===== src/rtl/t05_stage_sequencer.sv =====
// ---------------------------------------------------------------------------
// t05_stage_sequencer
//
// Top-level sequencer for the team_05 compression pipeline. It walks the
// pipeline stages in order: each stage receives a one-cycle start pulse,
// then the sequencer waits for that stage's done (or error) before moving on.
// A single loop-back edge lets stage LOOP_FROM hand control back to stage
// LOOP_TO (e.g. tree build re-entering find-least-value) up to LOOP_MAX times.
//
// Optional feature: define T05_STAGE_WATCHDOG_EN to add a per-stage watchdog
// that forces ERROR (and raises timeout) when a stage stalls too long.
// Without it, a stalled stage waits forever and timeout is tied low.
//
// Ports:
//   clk             system clock
//   nrst            synchronous active-low reset
//   cont_en         start request, only honoured in IDLE
//   restart_en      abort/restart request, honoured in every state
//   stage_done      per-stage done (level or pulse), active stage bit only
//   stage_err       per-stage error, active stage bit only
//   loop_req        qualifies a done of stage LOOP_FROM as a loop-back
//   stage_start     one-hot, one-cycle start pulse
//   stage_busy      one-hot, high while the stage is active
//   state_reg       0=IDLE, k+1=RUN stage k, NUM_STAGES+1=DONE, all-ones=ERROR
//   finished_signal high in DONE
//   error           high in ERROR (sticky until restart/reset)
//   err_stage       index of the faulting stage, valid while error=1
//   loop_count      loop-backs taken in the current run (saturating)
//   timeout         watchdog expiry flag (always 0 without the watchdog)
// ---------------------------------------------------------------------------
module t05_stage_sequencer #(
  parameter int NUM_STAGES = 7,
  parameter int STATE_W    = 4,
  parameter int LOOP_FROM  = 3,
  parameter int LOOP_TO    = 1,
  parameter int LOOP_MAX   = 255,
  parameter int TIMEOUT_W  = 20
) (
  input  logic                  clk,
  input  logic                  nrst,
  input  logic                  cont_en,
  input  logic                  restart_en,
  input  logic [NUM_STAGES-1:0] stage_done,
  input  logic [NUM_STAGES-1:0] stage_err,
  input  logic                  loop_req,
  output logic [NUM_STAGES-1:0] stage_start,
  output logic [NUM_STAGES-1:0] stage_busy,
  output logic [STATE_W-1:0]    state_reg,
  output logic                  finished_signal,
  output logic                  error,
  output logic [STATE_W-1:0]    err_stage,
  output logic [7:0]            loop_count,
  output logic                  timeout
);

  // Reject parameter sets the encoding cannot represent.
  if (NUM_STAGES < 2 || NUM_STAGES > 14 || (1 << STATE_W) < NUM_STAGES + 3 ||
      LOOP_TO > LOOP_FROM || LOOP_FROM >= NUM_STAGES || LOOP_MAX > 255 ||
      TIMEOUT_W < 2) begin : g_param_check
    $error("t05_stage_sequencer: illegal parameter combination");
  end

  typedef enum logic [1:0] {S_IDLE, S_RUN, S_DONE, S_ERROR} mode_t;

  mode_t                 mode_q, mode_d;
  logic [STATE_W-1:0]    stage_q, stage_d;
  logic [NUM_STAGES-1:0] start_d, busy_d;
  logic [STATE_W-1:0]    state_reg_d, err_stage_d;
  logic                  finished_d, error_d;
  logic [7:0]            loop_count_d;
  logic                  entry_cycle, done_hit, err_hit, wd_hit;

  function automatic logic [NUM_STAGES-1:0] stage_onehot(input logic [STATE_W-1:0] idx);
    logic [NUM_STAGES-1:0] one;
    one = {{(NUM_STAGES-1){1'b0}}, 1'b1};
    return one << idx;
  endfunction

  // The registered start pulse marks the entry cycle; stage_busy is the
  // one-hot of the active stage, so masking with it picks out that stage's
  // done/err bit without a variable index.
  assign entry_cycle = |stage_start;
  assign done_hit    = |(stage_done & stage_busy);
  assign err_hit     = |(stage_err & stage_busy);

`ifdef T05_STAGE_WATCHDOG_EN
  logic [TIMEOUT_W-1:0] wd_q, wd_d, wd_inc;
  logic                 timeout_d;

  // The counter is zero on a stage's entry cycle and counts every RUN cycle;
  // the timeout fires on the edge where it would reach all-ones.
  assign wd_inc = wd_q + TIMEOUT_W'(1);
  assign wd_hit = (mode_q == S_RUN) && (&wd_inc);

  always_comb begin
    wd_d      = '0;
    timeout_d = timeout;
    if (|start_d) begin
      wd_d = '0;
    end else if (mode_q == S_RUN) begin
      wd_d = wd_inc;
    end
    if (restart_en) begin
      timeout_d = 1'b0;
    end else if (wd_hit) begin
      timeout_d = 1'b1;
    end
  end

  always_ff @(posedge clk) begin
    if (!nrst) begin
      wd_q    <= '0;
      timeout <= 1'b0;
    end else begin
      wd_q    <= wd_d;
      timeout <= timeout_d;
    end
  end
`else
  assign wd_hit  = 1'b0;
  assign timeout = 1'b0;
`endif

  // Next-state and next-output logic. Every output is computed here and
  // registered below, so all outputs come straight from flops.
  always_comb begin
    mode_d       = mode_q;
    stage_d      = stage_q;
    start_d      = '0;
    busy_d       = stage_busy;
    finished_d   = finished_signal;
    error_d      = error;
    err_stage_d  = err_stage;
    loop_count_d = loop_count;

    if (restart_en) begin
      // Restart always lands in IDLE first; a simultaneous cont_en is dropped.
      mode_d       = S_IDLE;
      stage_d      = '0;
      busy_d       = '0;
      finished_d   = 1'b0;
      error_d      = 1'b0;
      err_stage_d  = '0;
      loop_count_d = '0;
    end else begin
      case (mode_q)
        S_IDLE: begin
          loop_count_d = '0;
          if (cont_en) begin
            mode_d  = S_RUN;
            stage_d = '0;
            start_d = stage_onehot('0);
            busy_d  = stage_onehot('0);
          end
        end
        S_RUN: begin
          if (wd_hit) begin
            mode_d      = S_ERROR;
            busy_d      = '0;
            error_d     = 1'b1;
            err_stage_d = stage_q;
          end else if (!entry_cycle) begin
            // Inputs are ignored on the entry cycle so a done level left over
            // from the previous stage cannot skip this one.
            if (err_hit) begin
              mode_d      = S_ERROR;
              busy_d      = '0;
              error_d     = 1'b1;
              err_stage_d = stage_q;
            end else if (done_hit) begin
              if (stage_q == STATE_W'(LOOP_FROM) && loop_req) begin
                if (loop_count < 8'(LOOP_MAX)) begin
                  stage_d      = STATE_W'(LOOP_TO);
                  start_d      = stage_onehot(STATE_W'(LOOP_TO));
                  busy_d       = stage_onehot(STATE_W'(LOOP_TO));
                  loop_count_d = loop_count + 8'd1;
                end else begin
                  mode_d      = S_ERROR;
                  busy_d      = '0;
                  error_d     = 1'b1;
                  err_stage_d = stage_q;
                end
              end else if (stage_q == STATE_W'(NUM_STAGES - 1)) begin
                mode_d     = S_DONE;
                busy_d     = '0;
                finished_d = 1'b1;
              end else begin
                stage_d = stage_q + STATE_W'(1);
                start_d = stage_onehot(stage_q + STATE_W'(1));
                busy_d  = stage_onehot(stage_q + STATE_W'(1));
              end
            end
          end
        end
        S_DONE: begin
          finished_d = 1'b1;
          busy_d     = '0;
        end
        S_ERROR: begin
          error_d = 1'b1;
          busy_d  = '0;
        end
        default: begin
          mode_d = S_IDLE;
          busy_d = '0;
        end
      endcase
    end

    case (mode_d)
      S_IDLE:  state_reg_d = '0;
      S_RUN:   state_reg_d = stage_d + STATE_W'(1);
      S_DONE:  state_reg_d = STATE_W'(NUM_STAGES + 1);
      default: state_reg_d = '1;
    endcase
  end

  // State and output registers.
  always_ff @(posedge clk) begin
    if (!nrst) begin
      mode_q          <= S_IDLE;
      stage_q         <= '0;
      stage_start     <= '0;
      stage_busy      <= '0;
      state_reg       <= '0;
      finished_signal <= 1'b0;
      error           <= 1'b0;
      err_stage       <= '0;
      loop_count      <= '0;
    end else begin
      mode_q          <= mode_d;
      stage_q         <= stage_d;
      stage_start     <= start_d;
      stage_busy      <= busy_d;
      state_reg       <= state_reg_d;
      finished_signal <= finished_d;
      error           <= error_d;
      err_stage       <= err_stage_d;
      loop_count      <= loop_count_d;
    end
  end

endmodule


===== config.mk =====
export PLATFORM = sky130hd
export DESIGN_NAME = t05_stage_sequencer
export DESIGN_NICKNAME = d
export VERILOG_FILES = /design/src/rtl/t05_stage_sequencer.sv
export SDC_FILE = /design/constraint.sdc
export NUM_CORES = 1
export LEC_CHECK = 0
export ABC_AREA = 1
export ABC_CLOCK_PERIOD_IN_PS = 4250
export BUFFER_PORTS_ARGS = -buffer_cell sky130_fd_sc_hd__buf_2
export CORE_ASPECT_RATIO = 1.75
export CORE_MARGIN = 5
export CORE_UTILIZATION = 58
export DETAILED_ROUTE_END_ITERATION = 10
export PLACE_DENSITY = 0.85
export RECOVER_POWER = 25
export REMOVE_ABC_BUFFERS = 1
export SETUP_SLACK_MARGIN = 0.05
export SLEW_MARGIN = 20
export SYNTH_ARGS = -nofsm -noshare
export SYNTH_HDL_FRONTEND = slang
export SYNTH_SLANG_ARGS = --single-unit

===== constraint.sdc =====
create_clock -name clk -period 4.25 [get_ports clk]
set_input_delay 0.425 -clock clk [delete_from_list [all_inputs] [get_ports clk]]
set_output_delay 0.425 -clock clk [all_outputs]
set_load 0.05 [all_outputs]

==> flow_summary_export.csv, run 1 <==
group,metric,value,unit
status,status,"finished clean",
pwr,swShare,0.256,
synthesis,syn_area_per_cell,6.87,um^2
placement,gp_congestion,0.931,
die,rows,29,
cells_and_area,largest_register_ffs,8,
synthesis,synth.area.top_cells,"dfxtp_1, nand2_1, inv_1, nor2_1, a21oi_1",
job,maxCapViolCount,0,
detailed_routing,drcViolationCount,0,
hold_path,hold_path.class,"in -> reg",
pwr,power_frac_seq,0.483,
timing,finalCriticalPeriod,2270,ps
global_route,grtUsageTotal,0.220,
clocking,clockRootBuffer,"clkbuf_8",
clocking,htree_levels,2,
die,dieHeight,91.5,um
pwr,combPwrFrac,0.126,
clocking,cts.clk_slew.worst_paths,70,ps
synthesis,synth_top_area_share,0.346,
setup_path,crit_type,"reg -> reg",
setup_path,required,4430,ps
clocking,clock-sinks,38,
clocking,postCtsSetupRepairBufs,0,
global_route,antenna_found_initial,0,
global_route,grt_overflow,0,
clocking,clk_latency,290,ps
clocking,postCtsHoldBufs,0,
pwr,p_switching,193,uW
timing,hold_violations,0,
pwr,vdd_ir_drop_max,0.282,mV
synthesis,synthArstFlopShare,0,
die,coreArea,3660,um^2
pwr,p_leak,1.19,nW
global_route,grt_pass1_vias,2044,
synthesis,ys_ff_latch,38,
pwr,internal_power,562,uW
detailed_routing,first_pass_iters,6,
setup_path,arrival,2450,ps
setup_path,endpoint_kind,"flop",
synthesis,synth_seq_area_share,0.346,
clocking,numCtsBuffers,5,
synthesis,synth_cells,320,
timing,tightest_slew,605,ps
cells_and_area,top_register,"loop_count",
timing,slew_viol_final,0,
synthesis,synthFlopType,"dfxtp_1",
die,die_area,5170,um^2
clocking,clock_path_buffers,2,
placement,place_area,2460,um^2
clocking,tritoncts,"built",
setup_path,path_cells,"inv_1 -> ha_1 -> nand3_1 -> inv_1 -> a31oi_1 -> nand2_1 -> nand2_1 -> nand2_2 -> a21oi_4 -> ha_1 -> o21ai_0 -> nor2_1",
die,fp.dieW,56.6,um
detailed_routing,first_iter_violations,110,
die,ios,52,
synthesis,synth_area_leader_cell,"dfxtp_1",
pwr,finalPower,755,uW
cells_and_area,multi_input_area,1210,um^2
synthesis,ys_types,35,
cells_and_area,final_nets,398,
cells_and_area,top_regs,"loop_count: 8 flops, stage_busy: 7 flops, stage_start: 7 flops",
detailed_routing,wire_per_inst,13.1,um
cells_and_area,final_area,2550,um^2
clocking,ctsResizeCount,0,
synthesis,yosysWarnings,0,
setup_path,crit_family,"flip-flops",
detailed_routing,ant_nets,0,
timing,rsz0062_at_grt,"false",
synthesis,netlist_area,2200,um^2
timing,fin_tns_setup,0,ps
detailed_routing,drt-total-wl,5470,um
setup_path,cp-start-kind,"flop",
timing,setup_viol,0,
timing,fin_worst_skew,5.93,ps
placement,dp_hpwl,4360,um
setup_path,cp_slowest_cell,"dfxtp_1",
timing,fin_crit_sh,0.534,
cells_and_area,register_area,761,um^2
setup_path,cp_max_fo,9,
setup_path,max_stage_delay,500,ps
global_route,grt_first_pass_wirelength,9090,um
cells_and_area,diodes,0,
die,start_util,0.600,
detailed_routing,viasPerCell,5.29,
detailed_routing,vias,2216,
pwr,power_density,296,nW/um^2
global_route,grt_max_degree,20,
cells_and_area,fillers,359,
cells_and_area,syn_to_final_growth,15.8,%
timing,fmax,441,MHz
pwr,pwr-share-clk,0.391,
timing,slew_headroom,0.598,
placement,port_buffers,50,
setup_path,crit_buf_inv,2,
synthesis,synth_edf_count,0,
cells_and_area,drive_above_1_share,0.212,
synthesized netlist by cell type, types with 2 or more instances:
cell type  number
o21ai_1         5
nand3_2         5
a21oi_2         2
inv_2           7
nor2_1         35
buf_6           3
a31oi_1         2
nand3_1        20
ha_1            7
nand4_1         7
nand2_1        74
nor2_4          3
nor4_1          3
a21oi_1        21
dfxtp_1        38
nor3_1          7
xor2_1          4
nor2_2          8
nand2_2         9
a41oi_1         2
inv_1          39
o21ai_0         6
metal layers:
layer	routed length, um	GRT usage	vias to the layer above
met5	0	0	-
met4	170	0.119	0
met3	229	0.0426	14
met2	2940	0.394	54
met1	2130	0.235	1016
li1	-	-	1132
final cells by class:
class / count / share of cell area
multi-input combinational: 229 / 0.475
timing repair buffer: 50 / 0.0899
tap: 46 / 0.0226
clock inverter: 1 / 0.0118
inverter: 48 / 0.0717
sequential: 38 / 0.299
clock buffer: 7 / 0.0300
final timing paths:
path,slack (ps),end,startpoint,depth (start not counted)
max,1980,state_reg[1]$_SDFF_PN0_,stage_q[0]$_SDFF_PN0_,12
min,420,mode_q[0]$_SDFF_PN0_,nrst,2
max reg2reg,1980,state_reg[1]$_SDFF_PN0_,stage_q[0]$_SDFF_PN0_,12
min reg2reg,450,finished_signal$_SDFFE_PP0P_,finished_signal$_SDFFE_PP0P_,2
power groups by stage:
stage          clock, mW  combinational (mW)  sequential [mW]
3_5_place_dp           0              0.0947            0.373
4_1_cts            0.299              0.0950            0.364
6_report           0.295              0.0952            0.364
3_3_place_gp           0              0.0937            0.373
5_1_grt            0.319               0.105            0.365
2_1_floorplan          0              0.0546            0.384
per-stage QoR:
stage          utilization  std cells  hold WS (ps)  setup slack (ps)
2_1_floorplan            -        315           474              2010
3_3_place_gp         0.672        411           438              2060
3_5_place_dp         0.672        411           444              2000
4_1_cts              0.701        419           424              2000
5_1_grt              0.695        419           420              1730
6_report             0.695        419           423              1980
layout by cell type, fill, tap and decap left out, types with 2 or more instances in the layout:
| master | Yosys | layout |
|---|---|---|
| ha_1 | 7 | 7 |
| nand2_2 | 9 | 9 |
| nor2_4 | 3 | 3 |
| nand3_2 | 5 | 5 |
| a21oi_2 | 2 | 2 |
| xor2_1 | 4 | 4 |
| a21oi_1 | 21 | 21 |
| inv_2 | 7 | 7 |
| a41oi_1 | 2 | 2 |
| o21ai_0 | 6 | 6 |
| o21ai_1 | 5 | 5 |
| nand4_1 | 7 | 7 |
| inv_1 | 39 | 39 |
| a31oi_1 | 2 | 2 |
| buf_2 | 0 | 33 |
| clkbuf_8 | 0 | 5 |
| dfxtp_1 | 38 | 38 |
| nor2_1 | 35 | 35 |
| nand3_1 | 20 | 20 |
| nor4_1 | 3 | 3 |
| nand2_1 | 74 | 74 |
| nor2_2 | 8 | 8 |
| nor3_1 | 7 | 7 |
| clkbuf_1 | 1 | 19 |
cell families (layout without fill, tap and decap cells):
group | Yosys count | count (layout) | synth area share
xor+xnor | 4 | 4 | 0.0159
other cells | 1 | 1 | 0.00170
flops | 38 | 38 | 0.346
compound gates | 42 | 42 | 0.115
simple gates | 175 | 175 | 0.378
buf+inv | 53 | 106 | 0.104
fa+ha+maj | 7 | 7 | 0.0398
Note: power is estimated with default switching activity, not from simulation.
==> inputs of run 2 (changes only) <==
--- a/config.mk
+++ b/config.mk
@@ -6,13 +6,13 @@
 export NUM_CORES = 1
 export LEC_CHECK = 0
 export ABC_AREA = 1
-export ABC_CLOCK_PERIOD_IN_PS = 4250
+export ABC_CLOCK_PERIOD_IN_PS = 1800
 export BUFFER_PORTS_ARGS = -buffer_cell sky130_fd_sc_hd__buf_2
 export CORE_ASPECT_RATIO = 1.75
 export CORE_MARGIN = 5
-export CORE_UTILIZATION = 58
+export CORE_UTILIZATION = 48
 export DETAILED_ROUTE_END_ITERATION = 10
-export PLACE_DENSITY = 0.85
+export PLACE_DENSITY = 0.75
 export RECOVER_POWER = 25
 export REMOVE_ABC_BUFFERS = 1
 export SETUP_SLACK_MARGIN = 0.05
==> constraint.sdc (replaced) <==
create_clock -name clk -period 1.8 [get_ports clk]
set_input_delay 0.18 -clock clk [delete_from_list [all_inputs] [get_ports clk]]
set_output_delay 0.18 -clock clk [all_outputs]
set_load 0.05 [all_outputs]
==> flow_summary_export.csv, run 2 (synthesis results as in run 1) <==
group,metric,value,unit
global_route,antenna_found_initial,0,
cells_and_area,final_common_cell,"nand2_1",
global_route,grt_first_pass_wirelength,11400,um
timing,tightest_slew,609,ps
clocking,htree_levels,2,
die,dieHeight,99.6,um
detailed_routing,drt-total-wl,7390,um
global_route,grt_max_degree,19,
timing,setup_viol,7,
timing,slew_viol_final,0,
global_route,grtUsageTotal,0.245,
die,ios,52,
detailed_routing,drcViolationCount,0,
timing,setup_slack,-71.7,ps
cells_and_area,top_regs,"loop_count: 8 flops, stage_busy: 7 flops, stage_start: 7 flops",
cells_and_area,syn_to_final_growth,58.3,%
setup_path,reg2reg_slack,-70,ps
placement,dp_hpwl,5190,um
setup_path,cp_max_fo,4,
clocking,clock-sinks,38,
setup_path,cp_common_cell,"nand2_1",
hold_path,worstHoldPathCells,3,
setup_path,max_stage_delay,370,ps
setup_path,required,1990,ps
timing,fin_worst_skew,13.3,ps
clocking,clock_path_buffers,2,
pwr,power_density,551,nW/um^2
global_route,grt_overflow,0,
setup_path,reg2reg_from,"stage_q[1]$_SDFF_PN0_",
timing,slew_headroom,0.596,
clocking,numCtsBuffers,5,
cells_and_area,fin_util,0.784,
timing,fin_crit_sh,1.04,
cells_and_area,diodes,0,
pwr,p_leak,1.65,nW
cells_and_area,final_nets,473,
setup_path,reg2reg_depth,15,
die,rows,32,
detailed_routing,first_iter_violations,122,
setup_path,arrival,2060,ps
placement,gp_congestion,0.981,
clocking,cts.clk_slew.worst_paths,70,ps
clocking,clockRootBuffer,"clkbuf_8",
global_route,grt_pass1_vias,2587,
detailed_routing,ant_nets,0,
die,start_util,0.495,
hold_path,hold_path.class,"in -> reg",
cells_and_area,largest_register_ffs,8,
setup_path,r2r_end,"state_reg[3]$_SDFF_PN0_",
clocking,clk_latency,300,ps
die,coreArea,4440,um^2
timing,rsz0062_at_grt,"true",
placement,post-place-ws,-145,ps
clocking,tritoncts,"built",
cells_and_area,drive_above_1_share,0.478,
status,violations,"setup timing",
setup_path,crit_type,"reg -> reg",
die,fp.dieW,61.2,um
cells_and_area,top_register,"loop_count",
pwr,vdd_ir_drop_max,0.526,mV
timing,hold_violations,0,
timing,fmax,534,MHz
hold_path,hold_end,"stage_q[3]$_SDFF_PN0_",
detailed_routing,viasPerCell,5.22,
setup_path,cp-start-kind,"flop",
hold_path,hold_start,"nrst",
die,die_area,6090,um^2
status,status,"finished with violations",
timing,finalCriticalPeriod,1870,ps
setup_path,endpoint_kind,"flop",
detailed_routing,vias,2604,
job,maxCapViolCount,0,
cells_and_area,layout_common_cells,"nand2_1, buf_4, buf_2",
detailed_routing,first_pass_iters,5,
detailed_routing,wire_per_inst,14.8,um
setup_path,cp_slowest_cell,"dfxtp_4",
placement,port_buffers,50,
setup_path,path_cells,"ha_4 -> buf_6 -> or2_4 -> nand2_4 -> inv_2 -> nor2_2 -> nor2_1 -> nand3_1 -> nand3_2 -> nand2_4 -> nor2_4 -> nand2_1 -> nand2_1 -> nand3_2 -> nand2_1",
[run 2: cell count changes in the layout (fill, tap and decap cells not counted), sizes merged]
cell and delta:
bufinv -1, buf +80, clkbuf -4
[run 2: repair_timing]
action / in CTS / in global routing
pin swaps: 15 / 27
buffers inserted: 8 / 9
gates resized for setup: 43 / 52
hold buffers: 0 / 0
cloned: 0 / 0
endpoints found under the setup margin: 18 / 30
[run 2: area by class of cell]
type                    count  area, um^2
well taps                  51        63.8
inverters                  48         185
fillers                   328         962
flip-flops and latches     38         779
multi-input cells         229        1500
clock buffers               8         110
repair buffers            125         848
[run 2: stage by stage]
step | TNS, ps | std cells | total power [mW] | area (um^2) | hold WS, ps
3_5_place_dp | -486 | 474 | 1.16 | 2900 | 443
4_1_cts | -12.3 | 490 | 1.88 | 3230 | 193
2_1_floorplan | -2360 | 315 | 1.04 | 2150 | 333
3_3_place_gp | -267 | 474 | 1.16 | 2900 | 434
6_report | -249 | 499 | 1.92 | 3480 | 231
5_1_grt | -1640 | 499 | 1.99 | 3480 | 259
[run 2: layer usage]
metal	track usage	vias up	share of wire
li1	-	1279	-
met1	0.238	1191	0.34
met2	0.442	98	0.57
met3	0.0338	36	0.050
met4	0.169	0	0.041
met5	0	-	0
[run 2: worst max-delay path by stage]
stage	start	end	slack [ps]	cells past startpoint
after floorplan	loop_count[0]$_SDFFE_PP0P_	state_reg[1]$_SDFF_PN0_	-440	14
after global placement	stage_q[0]$_SDFF_PN0_	state_reg[1]$_SDFF_PN0_	-90	12
after detailed placement	stage_q[0]$_SDFF_PN0_	state_reg[1]$_SDFF_PN0_	-140	12
after CTS	stage_q[0]$_SDFF_PN0_	state_reg[3]$_SDFF_PN0_	-10	15
after global routing	stage_busy[3]$_SDFFE_PP0P_	state_reg[3]$_SDFF_PN0_	-230	17
final	stage_q[1]$_SDFF_PN0_	state_reg[3]$_SDFF_PN0_	-70	15
[run 2: critical path, delay by kind of cell, from the launching register on]
kind	cells	cell delay (ps)
fa+ha+maj	1	170
flops	1	370
simple gates	12	1060
buf+inv	2	160
[run 2: power breakdown]
group | internal [mW] | switching, mW
sequential | 0.847 | 0.00888
combinational | 0.152 | 0.217
clock | 0.387 | 0.308
